**src/rtl/pipe_stage_reg.sv**
```systemverilog
// Pipeline stage register with valid/ready handshake, 2-entry skid buffer,
// synchronous flush and a BUBBLE value driven on out_data whenever the stage is empty.
module pipe_stage_reg #(
  parameter int unsigned      WIDTH  = 64,
  parameter logic [WIDTH-1:0] BUBBLE = '0
) (
  input  logic             clk,
  input  logic             reset,
  input  logic             flush,
  input  logic             in_valid,
  output logic             in_ready,
  input  logic [WIDTH-1:0] in_data,
  output logic             out_valid,
  input  logic             out_ready,
  output logic [WIDTH-1:0] out_data,
  output logic [1:0]       occupancy
);

  // Encoding doubles as the occupancy count.
  typedef enum logic [1:0] {
    StEmpty = 2'd0,
    StOne   = 2'd1,
    StFull  = 2'd2
  } state_e;

  state_e           state_q, state_d;
  logic [WIDTH-1:0] main_q, main_d;
  logic [WIDTH-1:0] skid_q, skid_d;
  logic             in_ready_q, in_ready_d;
  logic             out_valid_q, out_valid_d;
  logic             in_xfer, out_xfer;

  assign in_xfer  = in_valid & in_ready_q;
  assign out_xfer = out_valid_q & out_ready;

  always_comb begin
    state_d = state_q;
    main_d  = main_q;
    skid_d  = skid_q;
    if (flush) begin
      state_d = StEmpty;
      main_d  = BUBBLE;
      skid_d  = BUBBLE;
    end else begin
      case (state_q)
        StEmpty: begin
          if (in_xfer) begin
            state_d = StOne;
            main_d  = in_data;
          end
        end
        StOne: begin
          if (in_xfer && out_xfer) begin
            main_d = in_data;
          end else if (in_xfer) begin
            state_d = StFull;
            skid_d  = in_data;
          end else if (out_xfer) begin
            state_d = StEmpty;
            main_d  = BUBBLE;
          end
        end
        StFull: begin
          if (out_xfer) begin
            state_d = StOne;
            main_d  = skid_q;
            skid_d  = BUBBLE;
          end
        end
        default: begin
          state_d = StEmpty;
          main_d  = BUBBLE;
          skid_d  = BUBBLE;
        end
      endcase
    end
  end

  // Handshake flags are registered copies of the next state so no input reaches them.
  always_comb begin
    in_ready_d  = (state_d != StFull);
    out_valid_d = (state_d != StEmpty);
  end

  always_ff @(posedge clk or negedge reset) begin
    if (!reset) begin
      state_q     <= StEmpty;
      main_q      <= BUBBLE;
      skid_q      <= BUBBLE;
      in_ready_q  <= 1'b1;
      out_valid_q <= 1'b0;
    end else begin
      state_q     <= state_d;
      main_q      <= main_d;
      skid_q      <= skid_d;
      in_ready_q  <= in_ready_d;
      out_valid_q <= out_valid_d;
    end
  end

  assign in_ready  = in_ready_q;
  assign out_valid = out_valid_q;
  assign out_data  = main_q;
  assign occupancy = state_q;

endmodule
```
**config.mk**
```make
export PLATFORM = sky130hd
export DESIGN_NAME = pipe_stage_reg
export DESIGN_NICKNAME = d
export VERILOG_FILES = /design/src/rtl/pipe_stage_reg.sv
export SDC_FILE = /design/constraint.sdc
export NUM_CORES = 1
export LEC_CHECK = 0
export ABC_AREA = 1
export BUFFER_PORTS_ARGS = -buffer_cell sky130_fd_sc_hd__buf_2
export CAP_MARGIN = 20
export CORE_MARGIN = 5
export CORE_UTILIZATION = 50
export DETAILED_ROUTE_END_ITERATION = 6
export HOLD_SLACK_MARGIN = 0.06
export PLACE_DENSITY_LB_ADDON = 0.1
export SLEW_MARGIN = 5
export SYNTH_ARGS = -nofsm -noshare
export SYNTH_HDL_FRONTEND = slang
export SYNTH_SLANG_ARGS = --single-unit
```
**constraint.sdc**
```tcl
create_clock -name clk -period 2.5 [get_ports clk]
set_input_delay 0.25 -clock clk [delete_from_list [all_inputs] [get_ports clk]]
set_output_delay 0.25 -clock clk [all_outputs]
set_load 0.005 [all_outputs]
```
==> results, run 1 <==
- The flow ran to the end, but the final reports show violations.
- The final reports fail on DRC.
- STA classifies the critical path startpoint as a register.
- The tightest min-delay check is of the input port to register type.
- The clock-pin slew reported for the worst setup and hold paths after clock tree synthesis is 50 ps.
- TritonCTS built the clock tree.
- Measured against its own limit, the worst slew margin works out to 0.473.
- The number of antenna violations at the first check in global routing is 1.
- The detail-routed via count per cell is 5.26.
- The cell accounting for the most synthesized area is sky130_fd_sc_hd__dfrtp_1.
- Counting both buffers and inverters, the worst setup path holds a total of 4.
- After clock tree synthesis, the flow added hold-fix buffers numbering 1.
- The synthesized instance count is about 1000.
- Leaving out fill and tap cells, the most frequent cells in the layout are sky130_fd_sc_hd__nand2_1, sky130_fd_sc_hd__nand3_1, sky130_fd_sc_hd__buf_2.
- In this run the vertical extent of the chip is 129 um.
- The final core utilization is 0.603.
- The placeable core area is about 0.014 mm2.
- The number of warnings printed during yosys synthesis is 0.
- In this run, CTS created clock tree buffers numbering 17.
- Summed over all failing endpoints, the final setup total negative slack is 0 ps.
- In the routed design, unresolved DRC markers number 1.
- The final setup violation count is 0.
- The maximum number of pins on one net before global-route repair is 67.
- The critical path data required time is approximately 2900 ps.
- The count of nets left with antenna violations once routing finished came out at 0.
- Counting buffers and inverters, the worst setup path is 9 cells deep.
- The setup path with the least slack is of type register to register.
- From synthesis to final layout, the design area changed by 18.5%.
- Leaving out fill and tap cells, the most frequent cell in the layout is sky130_fd_sc_hd__nand2_1.
- At the placement stage, the worst setup path has a slack of ~550 ps.
- The number of antenna repair diodes is 0.
- The I/O pin count is roughly 140.
- Walking the worst path, the cells encountered are inv_2 -> nand2_2 -> buf_4 -> inv_2 -> buf_4 -> nand2_1 -> nor2_1 -> nand3_1 -> nand2_1.
- In this run, placement finished with an instance count of 1277.
- The number of cells on the worst reg-to-reg path is 9.
- In this run the static leakage power is around 4.7 nW.
- STA classifies the critical path endpoint as a register.
- The die outline area is 0.0165 mm2.
- CTS built an H-tree with a depth of 4.
- After detailed routing, the average wire length per cell comes to approximately 15 um.
- Detailed placement ended at an HPWL of about 12 mm.
- The switching share of total power is 0.325.
- Input and output buffers added on the ports amount to 136.
- The cell family contributing the most delay on the critical path is buffers and inverters.
- The post-placement cell area is 0.00777 mm2.
- At the end of the flow, the number of nets in the layout was approximately 1200.
- The netlist uses 20 different library cells.
- The post-route clock skew is 4.91 ps.
- Global routing finished with a remaining overflow of 0.
- The part of the power in registers is 0.392.
- The initial utilization of the core area, before any placement, comes to 0.509.
- The share of the clock period used by the worst path is 0.773.
- Setup repair after global routing left no endpoint under its margin.
- The minimum clock period after layout is 1930 ps.
- The worst-case clock buffer depth is 2.
- In this run, post-CTS repair resized a total of 0 instances.
- Based on the critical path, the design can be clocked at up to slightly above 500 MHz.
- Once the clock tree was built, the setup fixing pass inserted 0 buffers.
- The overall via count from detail_route is a little under 7000.
- The final count of pins violating max slew came to 0.
- The die is 129 um wide.
- The internal power of the cells totals around 4.5 mW.
- The slowest stage cell on the critical path is sky130_fd_sc_hd__dfrtp_1.
- Data arrives at the worst endpoint at 2280 ps.
- The net load switching power is 2.16 mW.
- The later pin in the worst-skew pair is clocked with a latency of 410 ps.
- In the global route stage, overall resource usage came out at 0.243.
- The root buffer selected by CTS is sky130_fd_sc_hd__clkbuf_16.
- The TritonCTS sink count is 132.
- The share of final-layout standard cells stronger than drive strength 1 is 0.175.
- The number of global-route vias before repair was about 6600.
- The power density of the placed cells is 796 mW/mm2.
- Of the total power, the clock network draws 0.359.
- The filler cell count is around 1400.
- The summed area of non-filler cells in the final layout is 0.00833 mm2.
- The share of power burned in combinational logic is 0.249.
- The worst hold path was traced through 5 stages.
- After layout, the worst setup slack is roughly 570 ps.
- The total count of hold-check failures in the final report is 0.
- By area the synthesized netlist is led by sky130_fd_sc_hd__dfrtp_1, sky130_fd_sc_hd__nand2_1, sky130_fd_sc_hd__nand3_1, sky130_fd_sc_hd__nor2_1, sky130_fd_sc_hd__buf_4.
- Routability-driven placement finished with a final weighted congestion of about 0.8.
- Across the run, the number of max-cap violations was 0.
- The synthesized netlist net count is between 1000 and 1500.
- After floorplanning, the core was divided into 43 placement rows.
- The first detailed-routing pass ran for 7 iterations.
- A synthesized cell averages between 6 and 7 um2.
- The number of synthesized register bits is between 100 and 150.
- The synthesized area is roughly 0.007 mm2.
- At the pin with the least slew margin, the transition time is a little under 800 ps.
- Wires add up to about 20 mm.
- Across the VDD grid, the largest voltage drop is approximately 0.00065 V.
- The first global-routing pass estimated between 30 and 40 mm of wire.
- In this run the worst path has a maximum fanout of 20.
- The violation count after the first detailed-route iteration is about 630.
- The part of the Yosys area used for sequential elements is 0.470.
- The largest incremental delay on the critical path is approximately 470 ps.
- Excluding fillers, the count of instances in the completed layout stands at between 1000 and 1500.
- Of the post-synthesis cell area, the dominant cell type holds 0.466.
[cell families after synthesis]
family                 synth area share
buffers and inverters            0.0647
AND/OR/NAND/NOR                   0.462
AO/OA/AOI/OAI                   0.00338
flip-flops                        0.470
[state kept, by name (all words and copies together), names as in the netlist]
signal / cells
out_data: 64
skid_q: 64
occupancy: 2
in_ready: 1
out_valid: 1
[metrics by stage]
| step | hold WS [ps] | power (mW) |
|---|---|---|
| floorplan | -45.6 | 3.67 |
| global placement | 301 | 4.28 |
| detailed placement | 297 | 4.30 |
| CTS | 160 | 6.69 |
| global route | 179 | 7.02 |
| finish | 177 | 6.63 |
[worst reg2reg max path, delay by kind of cell, from the launching register on]
family	cells	cell delay, ps
simple gates	5	450
buf+inv	4	930
flops	1	470
[cell usage after synthesis (all sizes together)]
cell type  count
o21ai          3
nor2          71
inv            9
clkbuf        22
nand2        526
nand3        195
a21oi          1
nor3           2
dfstp          1
dfrtp        131
buf           51
[layout make-up]
| type | instances | area (um2) | area share |
|---|---|---|---|
| Timing Repair Buffer | 159 | 912 | 0.109 |
| Clock inverter | 4 | 45.0 | 0.00540 |
| Tap cell | 180 | 225 | 0.0270 |
| Sequential cell | 132 | 3300 | 0.396 |
| Multi-Input combinational cell | 798 | 3300 | 0.396 |
| Clock buffer | 27 | 513 | 0.0616 |
| Inverter | 9 | 33.8 | 0.00405 |
[path summary, 6_finish.rpt]
| check | startpoint | end | slack [ps] |
|---|---|---|---|
| setup / recovery | occupancy[1]$_DFF_PN0_ | skid_q[56]$_DFFE_PN0P_ | 570 |
| hold / removal | in_data[56] | out_data[56]$_DFFE_PN0P_ | 180 |
| setup reg to reg | occupancy[1]$_DFF_PN0_ | skid_q[56]$_DFFE_PN0P_ | 570 |
| hold reg to reg | out_data[34]$_DFFE_PN0P_ | out_data[34]$_DFFE_PN0P_ | 470 |
| max in group asynchronous | reset | out_data[38]$_DFFE_PN0P_ | 1430 |
| min in group asynchronous | reset | out_data[8]$_DFFE_PN0P_ | 390 |
[power by group through the flow]
stage,clock (mW),combinational [mW],sequential [mW]
floorplan,0,1.03,2.64
global placement,0,1.65,2.63
detailed placement,0,1.67,2.63
CTS,2.42,1.67,2.60
global route,2.52,1.85,2.64
finish,2.38,1.65,2.60
[metal layers]
metal  vias to the layer above  track usage  share of wire
li1                       3401            -              -
met1                      3228        0.327           0.44
met2                       229        0.392           0.47
met3                        25       0.0589          0.068
met4                         2       0.0766          0.015
met5                         -            0        0.00066
(Power assumes the default switching activity.)
==> run 2: changes to the inputs <==
- clock period: 2.5 -> 1.8 ns (I/O delays scaled with it)
==> results, run 2 (synthesis results as in run 1) <==
- The run finished with clean final reports.
- The post-layout net count is 1200 (+1.2%).
- The static leakage power is 4.81 nW (+2.5%).
- The detail-routed via count per cell is 5.26 (about the same).
- The overall via count from detail_route is 6964 (+1.1%).
- The width of the chip is 129 um (unchanged).
- The clock tree from TritonCTS is built.
- The placeable core area was 0.0138 mm2 (unchanged).
- The worst-case setup margin in the final layout is 141 ps (-427 ps).
- The number of global-route vias before repair is 6589 (+0.47%).
- The number of antenna violations at the first check in global routing is 1 (unchanged).
- The minimum clock period after layout came to 1660 ps (-273 ps).
- The violation count after the first detailed-route iteration is 555 (-12%).
- The post-DP HPWL came to 12.5 mm (+4.3%).
- The wire length after detailed routing is 19.8 mm (+1.4%).
- For this design, the slowest cell found on the critical path is sky130_fd_sc_hd__dfrtp_1.
- The height of the chip is 129 um (unchanged).
- The maximum number of pins on one net before global-route repair was 67 (unchanged).
- The total count of hold-check failures in the final report is 0 (unchanged).
- The die outline area was 0.0165 mm2 (unchanged).
- The residual DRC count is 0 (-1).
- The worst-case clock buffer depth came to 2 (unchanged).
- The weighted congestion reported at the end of routability-driven placement is 0.836 (+4.6%).
- The critical path data required time was 2160 ps (-690 ps).
- The endpoint kind of the worst setup timing path is a register.
- The insertion delay to the later sink of the worst-skew pair was 430 ps (+20 ps).
- The number of antenna repair diodes is 0 (unchanged).
- The total of max-cap violations is 0 (unchanged).
- The final core utilization is 0.621 (+0.0183).
- The effective utilization at floorplan is 0.509 (unchanged).
- The routed length per instance came to 15.0 um (+0.27%).
- The critical path class is register to register.
- Traced cell by cell, the critical path runs through inv_2 -> nand2_2 -> buf_4 -> nand2_1 -> nand2_1 -> nand2_2 -> buf_4 -> nand2_1 -> nand2_1.
- The number of cell rows came to 43 (unchanged).
- The power density of the placed cells came to 1110 mW/mm2 (+40%).
- The area growth from synthesis to layout is 22.1%.
- The share of power burned in combinational logic is 0.253 (+0.004).
- The final setup violation count is 0 (unchanged).
- Setup repair after global routing left no endpoint under its margin.
- The root buffer selected by CTS is sky130_fd_sc_hd__clkbuf_16.
- The largest fanout of any net on the critical path is 30 (+50%).
- The largest incremental delay on the critical path came to 420 ps (-50 ps).
- The part of the power in registers is 0.379 (-0.013).
- The share of final-layout standard cells stronger than drive strength 1 was 0.190 (+0.0143).
- The commonest non-fill, non-tap cell in the layout is sky130_fd_sc_hd__nand2_1.
- The worst register-to-register path begins at occupancy[1]$_DFF_PN0_.
- The total power is 9.55 mW (+44%).
- The TritonCTS sink count is 132 (unchanged).
- The aggregate negative setup slack is 0 ps (unchanged).
- The part of the power in the clock network is 0.368 (+0.009).
- The largest voltage drop on the vdd net is 0.000776 V (+20%).
- The element type at the critical path start is a register.
- The switching share of total power is 0.323 (-0.00198).
- The wire length of the first global-routing pass was 33.2 mm (+1.5%).
- The hold path startpoint is out_ready.
- The number of buffer cells added on primary ports is 136 (unchanged).
- The path type of the worst min-delay path is input port to register.
- The worst setup slack before clock tree synthesis is 65.2 ps (-485 ps).
- The filler cell count is 1335 (-4.1%).
- The data arrival time of the critical path came to 2020 ps (-260 ps).
- The critical path buffer and inverter count is 3 (-1).
- The final count of pins violating max slew was 0 (unchanged).
- The kind of cell with the highest combined delay along the critical path is buffers and inverters.
- The clock-pin slew reported for the worst setup and hold paths after clock tree synthesis is 60 ps (about the same).
- The maximum level of the CTS H-tree was 4 (unchanged).
- Leaving out fill and tap cells, the most frequent cells in the layout are sky130_fd_sc_hd__nand2_1, sky130_fd_sc_hd__nand3_1, sky130_fd_sc_hd__buf_2.
- The internal power consumption was 6.46 mW (+44%).
- The post-route clock skew is 5.03 ps (+0.120 ps).
- The total clock buffers created by CTS is 17 (unchanged).
- The actual slew at the worst max-slew pin was 478 ps (-312 ps).
- Counting stages on the worst path, the most repeated cell is sky130_fd_sc_hd__nand2_1.
- The relative slew slack is 0.681 (+0.208).
- The net load switching power is 3.09 mW (+43%).
- The final hold slack is 82.6 ps (-94.8 ps).
- The I/O pin count is 137 (unchanged).
- The remaining antenna violation count came to 0 (unchanged).
- The total global routing track utilization is 0.251 (+0.00782).
- The share of the clock period used by the worst path is 0.922 (+0.149).
- The number of search-and-repair iterations in the first detailed-routing pass is 5 (-2).
- The maximum frequency from static timing analysis came to 603 MHz (+16%).
- The most critical setup path has its startpoint at occupancy[1]$_DFF_PN0_.
- The leftover overflow at the end of global routing came to 0 (unchanged).
run 2: cell types whose count changed in the layout (fill, tap and decap cells not counted), sizes merged:
cell and change:
buf +14, clkbuf -4, clkinv +2, clkinvlp +2, bufinv +1
run 2: what timing repair did:
action	CTS	global route
endpoints found under the setup margin	0	37
gates resized for setup	0	2
hold buffers	1	0
hold endpoints to repair	43	0
setup buffers	0	3
run 2: tightest hold or removal path: stages:
cell	delay, ps
sky130_fd_sc_hd__buf_2	90
sky130_fd_sc_hd__a21oi_1	70
sky130_fd_sc_hd__nand2_1	70
sky130_fd_sc_hd__nand2_1	60
run 2: area by class of cell:
class / instances / area (um2) / area share
multi-input combinational: 798 / 3300 / 0.384
clock inverter: 9 / 100 / 0.0117
inverter: 9 / 33.8 / 0.00393
sequential: 132 / 3300 / 0.385
clock buffer: 23 / 498 / 0.0580
tap: 180 / 225 / 0.0262
timing repair buffer: 173 / 1120 / 0.131
run 2: path summary, 6_finish.rpt:
path,endpoint,slack [ps],cells past startpoint
min in group asynchronous,out_data[8]$_DFFE_PN0P_,270,2
max reg2reg,out_data[37]$_DFFE_PN0P_,140,9
min reg2reg,skid_q[44]$_DFFE_PN0P_,470,2
min,occupancy[1]$_DFF_PN0_,80,4
max in group asynchronous,skid_q[60]$_DFFE_PN0P_,930,3
max,out_data[37]$_DFFE_PN0P_,140,9
run 2: power by group through the flow:
stage,registers (mW),logic [mW],clock network [mW]
6_report,3.62,2.42,3.51
5_1_grt,3.68,2.73,3.70
4_1_cts,3.62,2.43,3.55
3_5_place_dp,3.66,2.42,0
3_3_place_gp,3.65,2.39,0
2_1_floorplan,3.66,1.44,0
run 2: stage by stage:
step                      area [um2]  instances
final                           8590       1324
after CTS                       8540       1321
after global routing            8590       1324
after global placement          7940       1288
after floorplan                 7040       1012
after detailed placement        7940       1288
run 2: layer usage:
| layer | vias to the layer above | part of all wire | global-route usage |
|---|---|---|---|
| li1 | 3425 | - | - |
| met1 | 3280 | 0.45 | 0.343 |
| met2 | 226 | 0.46 | 0.389 |
| met3 | 31 | 0.067 | 0.0652 |
| met4 | 2 | 0.018 | 0.0914 |
| met5 | - | 0.00066 | 0 |
==> run 3: changes to the inputs <==
- CORE_UTILIZATION: 50 -> 35
==> results, run 3 (synthesis results as in run 1) <==
- The run finished with clean final reports.
- The total clock buffers created by CTS was 17 (unchanged).
- The post-route clock skew is 7.61 ps (+2.58 ps).
- The slowest stage cell on the critical path is sky130_fd_sc_hd__dfstp_2.
- The power density of the placed cells is 1090 mW/mm2 (-2.1%).
- The number of cell rows came to 51 (+19%).
- The insertion delay to the later sink of the worst-skew pair is 420 ps (about the same).
- The filler cell count is 2157 (+62%).
- The actual slew at the worst max-slew pin is 519 ps (+40.8 ps).
- The placeable core area is 0.0197 mm2 (+42%).
- The detail-routed via count per cell is 4.90 (-6.9%).
- The die outline area was 0.0230 mm2 (+39%).
- The static leakage power is 4.75 nW (-1.2%).
- The final count of pins violating max slew was 0 (unchanged).
- The maximum frequency from static timing analysis came to 608 MHz (+0.95%).
- The final hold slack is 107 ps (+24.2 ps).
- The slack of the worst reg-to-reg path was 160 ps (+20 ps).
- The total global routing track utilization is 0.200 (-0.0511).
- The largest incremental delay on the critical path is 530 ps (+110 ps).
- The share of the clock period used by the worst path was 0.913 (-0.00863).
- The aggregate negative setup slack is 0 ps (unchanged).
- The sequential cell area came to 0.00330 mm2 (unchanged).
- The worst setup slack before clock tree synthesis is 86.5 ps (+21.4 ps).
- The largest fanout of any net on the critical path came to 26 (-13%).
- The number of buffer cells added on primary ports is 136 (unchanged).
- The number of global-route vias before repair is 6928 (+5.1%).
- The critical path class is register to register.
- The maximum number of pins on one net before global-route repair is 65 (-3.0%).
- The effective utilization at floorplan is 0.358 (-0.151).
- Traced cell by cell, the critical path runs through nand2_1 -> nor2_4 -> o21ai_4 -> nand2_4 -> buf_12 -> nand2_1 -> nand2_1.
- The share of final-layout standard cells stronger than drive strength 1 is 0.181 (-0.00907).
- The maximum level of the CTS H-tree came to 4 (unchanged).
- The wire length of the first global-routing pass was 36.3 mm (+9.3%).
- The clock tree from TritonCTS is built.
- The final setup violation count is 0 (unchanged).
- The routed length per instance is 15.6 um (+4.4%).
- The total of max-cap violations is 0 (unchanged).
- Setup repair after global routing left no endpoint under its margin.
- The post-layout net count is 1193 (-0.58%).
- The area used by multi-input combinational logic is 0.00330 mm2 (unchanged).
- The residual DRC count is 0 (unchanged).
- The remaining antenna violation count is 0 (unchanged).
- The clock-pin slew reported for the worst setup and hold paths after clock tree synthesis is 60 ps (about the same).
- The area growth from synthesis to layout is 22.1% (about the same).
- The data arrival time of the critical path came to 2000 ps (-20 ps).
- The number of search-and-repair iterations in the first detailed-routing pass is 6 (+1).
- The worst-case setup margin in the final layout is 156 ps (+15.5 ps).
- The worst-case clock buffer depth is 2 (unchanged).
- The largest voltage drop on the vdd net is 0.000721 V (-7.1%).
- The total count of hold-check failures in the final report is 0 (unchanged).
- The number of antenna repair diodes is 0 (unchanged).
- The width of the chip is 152 um (+18%).
- The critical path data required time is 2150 ps (about the same).
- The overall via count from detail_route is 6858 (-1.5%).
- The post-DP HPWL is 13.8 mm (+10%).
- STA classifies the critical path endpoint as a register.
- The commonest non-fill, non-tap cell in the layout is sky130_fd_sc_hd__nand2_1.
- The path type of the worst min-delay path is input port to register.
- The relative slew slack came to 0.654 (-0.0272).
- The violation count after the first detailed-route iteration was 371 (-33%).
- The tree is rooted in a sky130_fd_sc_hd__clkbuf_16.
- The number of antenna violations at the first check in global routing is 1 (unchanged).
- The minimum clock period after layout is 1640 ps (-15.5 ps).
- The TritonCTS sink count is 132 (unchanged).
- The leftover overflow at the end of global routing came to 0 (unchanged).
- The cell that appears most often on the critical path is sky130_fd_sc_hd__nand2_1.
- The height of the chip is 152 um (+18%).
- The weighted congestion reported at the end of routability-driven placement is 0.787 (-5.8%).
- The wire length after detailed routing is 21.9 mm (+10%).
- The total power was 9.35 mW (-2.1%).
- The element type at the critical path start is a register.
- The number of buffers inserted by post-CTS setup repair is 0 (unchanged).
- The top cell types in the final layout, fill and taps aside, are sky130_fd_sc_hd__nand2_1, sky130_fd_sc_hd__nand3_1, sky130_fd_sc_hd__buf_2.
- The I/O pin count is 137 (unchanged).
## run 3: cell count changes in the layout (fill, tap and decap cells not counted), sizes merged
cell / change
clkbuf: +2
clkinvlp: -2
inv: -1
bufinv: -1
buf: -7
## run 3: cell type report
cell class              count  share of cell area
repair buffers            166               0.125
flip-flops and latches    132               0.385
inverters                   9             0.00408
multi-input cells         798               0.384
clock buffers              25              0.0577
clock inverters             5             0.00583
well taps                 265              0.0386
## run 3: what timing repair did
| item | 4_1_cts | 5_1_grt |
|---|---|---|
| gates resized for setup | 0 | 2 |
| endpoints found under the hold margin | 44 | 0 |
| endpoints found under the setup margin | 0 | 47 |
| hold buffers | 1 | 0 |
## run 3: critical path, delay by kind of cell, from the launching register on
kind	cells	cell delay [ps]
AOI/OAI and AO/OA	1	90
buffers and inverters	1	210
DFF	1	530
and+or+nand+nor	5	730
## run 3: path summary, 6_finish.rpt
check                                            to  cells after the start              startpoint
max                          skid_q[31]$_DFFE_PN0P_                      7      in_ready$_DFF_PN1_
min                         out_data[6]$_DFFE_PN0P_                      5              in_data[6]
max reg2reg                  skid_q[31]$_DFFE_PN0P_                      7      in_ready$_DFF_PN1_
min reg2reg                  skid_q[48]$_DFFE_PN0P_                      2  skid_q[48]$_DFFE_PN0P_
max in group asynchronous     skid_q[6]$_DFFE_PN0P_                      3                   reset
min in group asynchronous  out_data[62]$_DFFE_PN0P_                      2                   reset
## run 3: stage by stage
stage | instances | util | instance area [um2]
after floorplan | 1012 | - | 7040
after global placement | 1369 | 0.408 | 8030
after detailed placement | 1369 | 0.408 | 8030
after CTS | 1400 | 0.437 | 8580
after global routing | 1400 | 0.437 | 8590
final | 1400 | 0.437 | 8590
## run 3: where the power goes
part	switching, mW	total [mW]	internal, mW
clock	1.25	3.28	2.02
combinational	1.60	2.46	0.854
sequential	0.226	3.61	3.39
## run 3: metal layers
layer  track usage  part of all wire
met1         0.261              0.46
met3        0.0431             0.054
met5             0           0.00032
met4        0.0701             0.020
met2         0.330              0.47
